## src/rtl/cdc_rx_byte_packer.sv

```systemverilog
// Packs CDC-received bytes LSB-first into 32-bit words and queues them in a DEPTH-word FIFO.
// Push-to-out_vld latency 1 edge; in_ack drops only when the FIFO is full (no same-cycle pop look-ahead).
module cdc_rx_byte_packer #(
  parameter int DEPTH = 4
) (
  input  logic                     dst_clk,
  input  logic                     dst_rst_n,
  input  logic                     in_vld,
  input  logic [7:0]               in_data,
  output logic                     in_ack,
  input  logic                     flush,
  output logic                     out_vld,
  output logic [31:0]              out_data,
  output logic [3:0]               out_be,
  input  logic                     out_rdy,
  output logic [$clog2(DEPTH):0]   out_cnt,
  output logic                     ovf_err,
  input  logic                     err_clr
);

  localparam int AW = $clog2(DEPTH);

  logic [1:0]    idx_q, idx_d;
  logic [31:0]   acc_data_q, acc_data_d;
  logic [3:0]    acc_be_q, acc_be_d;
  logic [31:0]   mem_data_q [DEPTH];
  logic [31:0]   mem_data_d [DEPTH];
  logic [3:0]    mem_be_q [DEPTH];
  logic [3:0]    mem_be_d [DEPTH];
  logic [AW-1:0] wr_ptr_q, wr_ptr_d;
  logic [AW-1:0] rd_ptr_q, rd_ptr_d;
  logic [AW:0]   cnt_q, cnt_d;
  logic          ovf_q, ovf_d;

  logic          full;
  logic          acc;
  logic          flush_go;
  logic          push;
  logic          pop;
  logic [31:0]   push_data;
  logic [3:0]    push_be;

  // Packer: a 4th byte completes a word; flush yields to an accepted byte.
  always_comb begin
    full       = (cnt_q == (AW+1)'(DEPTH));
    acc        = in_vld && !full;
    flush_go   = flush && (idx_q != 2'd0) && !acc && !full;
    pop        = (cnt_q != '0) && out_rdy;
    idx_d      = idx_q;
    acc_data_d = acc_data_q;
    acc_be_d   = acc_be_q;
    push       = 1'b0;
    push_data  = acc_data_q;
    push_be    = acc_be_q;
    if (acc) begin
      if (idx_q == 2'd3) begin
        push       = 1'b1;
        push_data  = {in_data, acc_data_q[23:0]};
        push_be    = 4'hF;
        idx_d      = 2'd0;
        acc_data_d = '0;
        acc_be_d   = '0;
      end else begin
        acc_data_d[{idx_q, 3'b000} +: 8] = in_data;
        acc_be_d[idx_q]                  = 1'b1;
        idx_d                            = idx_q + 2'd1;
      end
    end else if (flush_go) begin
      push       = 1'b1;
      idx_d      = 2'd0;
      acc_data_d = '0;
      acc_be_d   = '0;
    end
  end

  always_comb begin
    mem_data_d = mem_data_q;
    mem_be_d   = mem_be_q;
    wr_ptr_d   = wr_ptr_q;
    rd_ptr_d   = rd_ptr_q;
    cnt_d      = cnt_q;
    if (push) begin
      mem_data_d[wr_ptr_q] = push_data;
      mem_be_d[wr_ptr_q]   = push_be;
      wr_ptr_d             = wr_ptr_q + AW'(1);
    end
    if (pop) begin
      rd_ptr_d = rd_ptr_q + AW'(1);
    end
    if (push && !pop) begin
      cnt_d = cnt_q + (AW+1)'(1);
    end else if (pop && !push) begin
      cnt_d = cnt_q - (AW+1)'(1);
    end
  end

  // A new drop outranks a concurrent clear so no overflow goes unreported.
  always_comb begin
    ovf_d = ovf_q;
    if (err_clr) begin
      ovf_d = 1'b0;
    end
    if (in_vld && full) begin
      ovf_d = 1'b1;
    end
  end

  always_ff @(posedge dst_clk or negedge dst_rst_n) begin
    if (!dst_rst_n) begin
      idx_q      <= '0;
      acc_data_q <= '0;
      acc_be_q   <= '0;
      wr_ptr_q   <= '0;
      rd_ptr_q   <= '0;
      cnt_q      <= '0;
      ovf_q      <= 1'b0;
      for (int i = 0; i < DEPTH; i++) begin
        mem_data_q[i] <= '0;
        mem_be_q[i]   <= '0;
      end
    end else begin
      idx_q      <= idx_d;
      acc_data_q <= acc_data_d;
      acc_be_q   <= acc_be_d;
      wr_ptr_q   <= wr_ptr_d;
      rd_ptr_q   <= rd_ptr_d;
      cnt_q      <= cnt_d;
      ovf_q      <= ovf_d;
      mem_data_q <= mem_data_d;
      mem_be_q   <= mem_be_d;
    end
  end

  assign in_ack   = !full;
  assign out_vld  = (cnt_q != '0);
  assign out_data = mem_data_q[rd_ptr_q];
  assign out_be   = mem_be_q[rd_ptr_q];
  assign out_cnt  = cnt_q;
  assign ovf_err  = ovf_q;

endmodule

```

## config.mk

```make
export PLATFORM = sky130hd
export DESIGN_NAME = cdc_rx_byte_packer
export DESIGN_NICKNAME = d
export VERILOG_FILES = /design/src/rtl/cdc_rx_byte_packer.sv
export SDC_FILE = /design/constraint.sdc
export NUM_CORES = 1
export LEC_CHECK = 0
export ABC_AREA = 1
export CAP_MARGIN = 0
export CORE_ASPECT_RATIO = 0.9
export CORE_MARGIN = 1
export CORE_UTILIZATION = 54
export CTS_CLUSTER_DIAMETER = 50
export DETAILED_ROUTE_END_ITERATION = 12
export PLACE_DENSITY = 0.82
export SLEW_MARGIN = 15
export SYNTH_ARGS = -nofsm -noshare
export SYNTH_HDL_FRONTEND = slang
export SYNTH_SLANG_ARGS = --single-unit
export TNS_END_PERCENT = 1
```

## constraint.sdc

```tcl
create_clock -name dst_clk -period 2.65 [get_ports dst_clk]
set_clock_uncertainty 0.15 [all_clocks]
set_input_delay 0.53 -clock dst_clk [delete_from_list [all_inputs] [get_ports dst_clk]]
set_output_delay 0.53 -clock dst_clk [all_outputs]
set_load 0.1 [all_outputs]
```

-- Word level (Yosys, flattened, before mapping)
Cells that the tools add are included.
Widths: inputs -> output; s select.
- $add $sub $neg: 6
- magnitude comparators: 5
- equal/unequal tests: 2
- shift operators: 2
- multiplexer cells: 35
- bitwise operators: 3
- reduce and logical (&&, ||, !) cells: 19
- operators with widths (cell ; count):
    $mux 32 ; 8
    $bwmux 128 ; 1
    $bmux 32 s2 ; 1
    $demux 32 s2 ; 1
    $bwmux 32 ; 1
    $mux 4 ; 8
    $shift 8x7->32 const A ; 1
    $shiftx 8x7->32 ; 1
    $bwmux 16 ; 1
    $logic_and 1x1->1 ; 10
    $bmux 4 s2 ; 1
    $demux 4 s2 ; 1
    $reduce_bool 2->1 ; 4
    $neg 5->7 ; 1
    $add 2x1->2 const B ; 3
    $ge 3x3->1 const B ; 2
    $mux 1 ; 6
    $mux 2 ; 3
    $mux 3 ; 2
    $not 2->3 ; 2
    $logic_not 1->1 ; 4
    $or 4x4->4 ; 1
    $add 3x1->3 const B ; 1
    $eq 3x3->1 const B ; 1
    other kinds (7) ; 7
- bits in registers: 190
- output and inout port bits: 42

-- Longest topological paths before layout
Gate-level depths: netlist (run 1).
- depth in word-level cells: 12
- depth in mapped cells: 17
- gate-level depth less buffers: 14

-- Worst setup path after synthesis (run 1)
No wires, ideal clock.
- kind: register -> register
- start point: register cnt_q[2] (netlist: out_cnt[2])
- end point: register cnt_q[1] (netlist: out_cnt[1])
- setup time: 0.126 ns
- data arrival time: 2.944 ns
- slack: -0.571 ns
- stages on the path, launching flop included: 8
- path buffers: 0
- cells stage by stage: dfrtp_1 inv_1 nand2_1 nand2_1 ha_1 inv_1 fa_1 mux2_2
- RTL lines (what ; RTL line ; source):
    from (decl) ; 32 ; logic [AW:0] cnt_q, cnt_d;
    from (signal assigned) ; 127 ; cnt_q <= cnt_d;
    $reduce_bool 3->1 ; - ;
    net out_vld ; 12 ; output logic out_vld,
    $logic_and 1x1->1 ; 48 ; pop = (cnt_q != '0) && out_rdy;
    $logic_not 1->1 ; 90 ; if (push && !pop) begin
    $logic_and 1x1->1 ; 90 ;
    $mux 3 ; 90 ;
    net cnt_d[1] ; 32 ;
The timed path passes the listed nets, and every way through them passes these cells.
A chain may end at the register's enable or synchronous reset.

-- Worst setup path in the final report (run 1)
- start point: register rd_ptr_q[1]
- end point: output out_data[21]
- longest elaborated chain between the ends: 4
- RTL lines (what ; RTL line ; source):
    from (decl) ; 31 ; logic [AW-1:0] rd_ptr_q, rd_ptr_d;
    from (signal assigned) ; 126 ; rd_ptr_q <= rd_ptr_d;
    $not 2->3 (not written as such) ; 136 ; assign out_data = mem_data_q[rd_ptr_q];
    $bmux 32 s2 ; 136 ;
    $mux 32 (not written as such) (2 in series) ; 136 ;
    to (decl) ; 13 ; output logic [31:0] out_data,
Every way passes these cells. The select of a mux whose other input is x is not followed.

==> flow_metrics.tcl, run 1 <==
set metrics [dict create \
    status "completed" \
    ctsRootBufferMaster "clkbuf_16" \
    drcViolationCount 0 \
    antenna_cells 0 \
    rr_startpoint "out_cnt[1]" \
    synth_cell_types 31 \
    hold_end "mem_data_q[71]" \
    drt_iter0_drc 1151 \
    start_kind "flip-flop" \
    start_util_pct 56.2 \
    maxCapViolations 0 \
    finalHoldViolCount 0 \
    clk_latency_ns 0.44 \
    grtUsageTotal_pct 29.0 \
    port_buffers 55 \
    final_nets 1201 \
    final_area_sq_mm 0.0108 \
    cp.required_ns 1.97 \
    area_growth_pct 17.4 \
    coreArea_sq_mm 0.0164 \
    ys_seq_area_share_pct 51.6 \
    die_y_microns 126 \
    drive_above_1_share_pct 11.5 \
    clock-sinks 190 \
    drtAntennaViolNets 0 \
    io_pins 56 \
    clock.fmax_mhz 385 \
    reg2reg_slack_ns 0.21 \
    grt_pass1_vias 7890 \
    dpl_cell_area_sq_mm 0.0102 \
    avgSynthCellArea_sq_um 8.08 \
    num_rows 44 \
    clkTransAtPathRegs_ns 0.07 \
    synth_top_area_cell "dfrtp_1" \
    syn_nets 1166 \
    clk_path_buf_depth 2 \
    die_w_microns 140 \
    cts_buffers 17 \
    pre_cts_ws_ns 0.0607 \
    critPathKind "reg2out" \
    antenna_found_initial 0 \
    drt_first_pass_iters 5 \
    dp_hpwl_microns 15000 \
    gp_congestion 0.949 \
    setup.worst_path.end_class "output port" \
    final.min_clock_period_ns 2.59 \
    synth.cell_area_sq_mm 0.00921 \
    finalWirelength_microns 24300 \
    avgRoutedWirePerCell_microns 17.4 \
    worst_slew_pin_slew_ns 0.493 \
    r2r_end "out_cnt[1]" \
    hold_path_class "reg2reg" \
    hp-start "mem_data_q[71]" \
    setup_tns_ns 0 \
    relSlewSlack_pct 67.1 \
    crit_arrival_ns 1.91 \
    reg2reg_depth 8 \
    grt_pass1_wl_microns 40000 \
    finalWorstSetupSlack_ns 0.0555 \
    grt_setup_unrepaired "true" \
    htree_levels 4 \
    setup-violations-final 0 \
    hold_depth 2 \
    avgViaCountPerCell 5.90 \
    cp_max_fo 37 \
    synth_area_leaders "dfrtp_1, nand2_1, nand3_1" \
    syn_inst 1141 \
    grt_max_degree 106 \
    vias 8233 \
    post-route-period-util_pct 97.9 \
    cts_tree "done" \
    dieArea_sq_mm 0.0176 \
    yosysWarnings 0 \
    slew_viol_final 0 \
    ys_ff_latch 190 \
    grt_overflow 0 \
    synth_top_cell_area_share_pct 51.6 \
]
[worst max-delay path, cell delays in order, from the launching register on]
cell and delay (ns):
dfrtp_1 0.40, clkbuf_8 0.34, o21ai_0 0.16, o22ai_1 0.34, buf_12 0.23
[flip-flops by register name, summed over array words and instances (netlist names)]
signal      cells
ovf_err         1
mem_data_q    128
acc_be_q        4
out_cnt         3
idx_q           2
mem_be_q       16
rd_ptr_q        2
wr_ptr_q        2
acc_data_q     32
[Yosys cell counts (all sizes together)]
cell,n
dfrtp,190
nand2,427
nor3,9
nand3,170
inv,26
clkbuf,23
a21oi,1
o211ai,1
ha,10
nand4,4
clkinv,2
xor2,3
fa,1
o21ai,78
xnor2,1
mux2,1
nor2,103
buf,53
o22ai,38
[cell type report]
cell class / instances / area (sq um)
clock inverters: 10 / 87.6
fillers: 1296 / 5580
inverters: 28 / 116
clock buffers: 22 / 474
flip-flops and latches: 190 / 4760
multi-input cells: 847 / 3850
repair buffers: 92 / 1280
well taps: 207 / 259
[through the flow]
stage | util [%] | std cells | hold slack, ns
final | 66.0 | 1396 | 0.315
after global routing | 66.0 | 1396 | 0.330
after CTS | 65.7 | 1396 | 0.319
after detailed placement | 62.0 | 1363 | 0.254
after global placement | 62.0 | 1363 | 0.248
after floorplan | - | 1141 | 0.0844
[layer usage]
layer	routed length, microns	global-route usage, %	part of all wire [%]
met1	10100	39.8	42
met4	566	8.73	2.3
met5	0	0	0
met3	2400	7.19	9.9
met2	11200	45.8	46
[how the worst max path moves through the flow]
| stage | from | depth (start not counted) | slack [ns] | to |
|---|---|---|---|---|
| 2_1_floorplan | rd_ptr_q[0] | 5 | -0.49 | out_data[27] |
| 3_3_place_gp | in_vld | 8 | 0.14 | out_cnt[1] |
| 3_5_place_dp | in_vld | 8 | 0.06 | out_cnt[1] |
| 4_1_cts | rd_ptr_q[0] | 5 | 0.006 | out_data[1] |
| 5_1_grt | rd_ptr_q[0] | 5 | 0.0002 | out_data[8] |
| 6_report | rd_ptr_q[1] | 4 | 0.06 | out_data[21] |
[cells in the final DEF (no fill, tap or decap)]
cell,Yosys,final
clkdlybuf4s50_1,0,12
clkbuf_8,0,4
inv_1,24,23
nor3_1,9,9
dfrtp_1,190,189
bufinv_16,0,1
o21ai_0,78,78
clkinv_4,0,1
nor2_4,1,1
dlygate4sd3_1,0,1
fa_1,1,1
nor2_2,2,2
o22ai_2,0,10
ha_1,10,10
clkinvlp_4,0,3
xor2_1,3,3
nand2_2,7,8
buf_4,2,33
clkbuf_1,23,2
clkbuf_16,0,17
nand3_1,169,169
inv_4,0,1
buf_8,10,1
nand2_1,419,418
nand3_2,1,1
o22ai_1,38,28
nand4_1,4,4
a21oi_1,1,1
mux2_2,1,1
o211ai_1,1,1
buf_12,1,43
nor2_1,100,100
nand2_4,1,1
clkinv_2,0,5
clkinv_1,2,2
dfrtp_2,0,1
xnor2_1,1,1
inv_6,1,2
buf_6,15,1
[cells by family after synthesis]
| family | after synthesis | share of synthesized area (%) |
|---|---|---|
| muxes | 1 | 0.122 |
| buffers and inverters | 104 | 7.32 |
| adders and majority gates | 11 | 1.58 |
| DFF | 190 | 51.6 |
| and+or+nand+nor | 713 | 32.0 |
| xor gates and xnor gates | 4 | 0.380 |
| AOI/OAI and AO/OA | 118 | 6.95 |
[repair_timing]
action,4_1_cts,5_1_grt
hold buffers,1,0
endpoints found under the hold margin,19,0
resized for setup,7,10
buffers inserted,0,0
endpoints found under the setup margin,21,29
Power of run 1 is left out: the tool's default activity adds up to more than one toggle a clock period on the data nets, which glitch-free logic cannot reach.
==> run 2, diff against run 1 <==
--- a/config.mk
+++ b/config.mk
@@ -13,7 +13,7 @@
 export CTS_CLUSTER_DIAMETER = 50
 export DETAILED_ROUTE_END_ITERATION = 12
 export PLACE_DENSITY = 0.82
-export SLEW_MARGIN = 15
+export SLEW_MARGIN = 30
 export SYNTH_ARGS = -nofsm -noshare
 export SYNTH_HDL_FRONTEND = slang
 export SYNTH_SLANG_ARGS = --single-unit
==> results of run 2 <==
Same layout as run 1: the final DEF is identical, and so are final timing and power.
Power of run 2 is left out for the same reason.
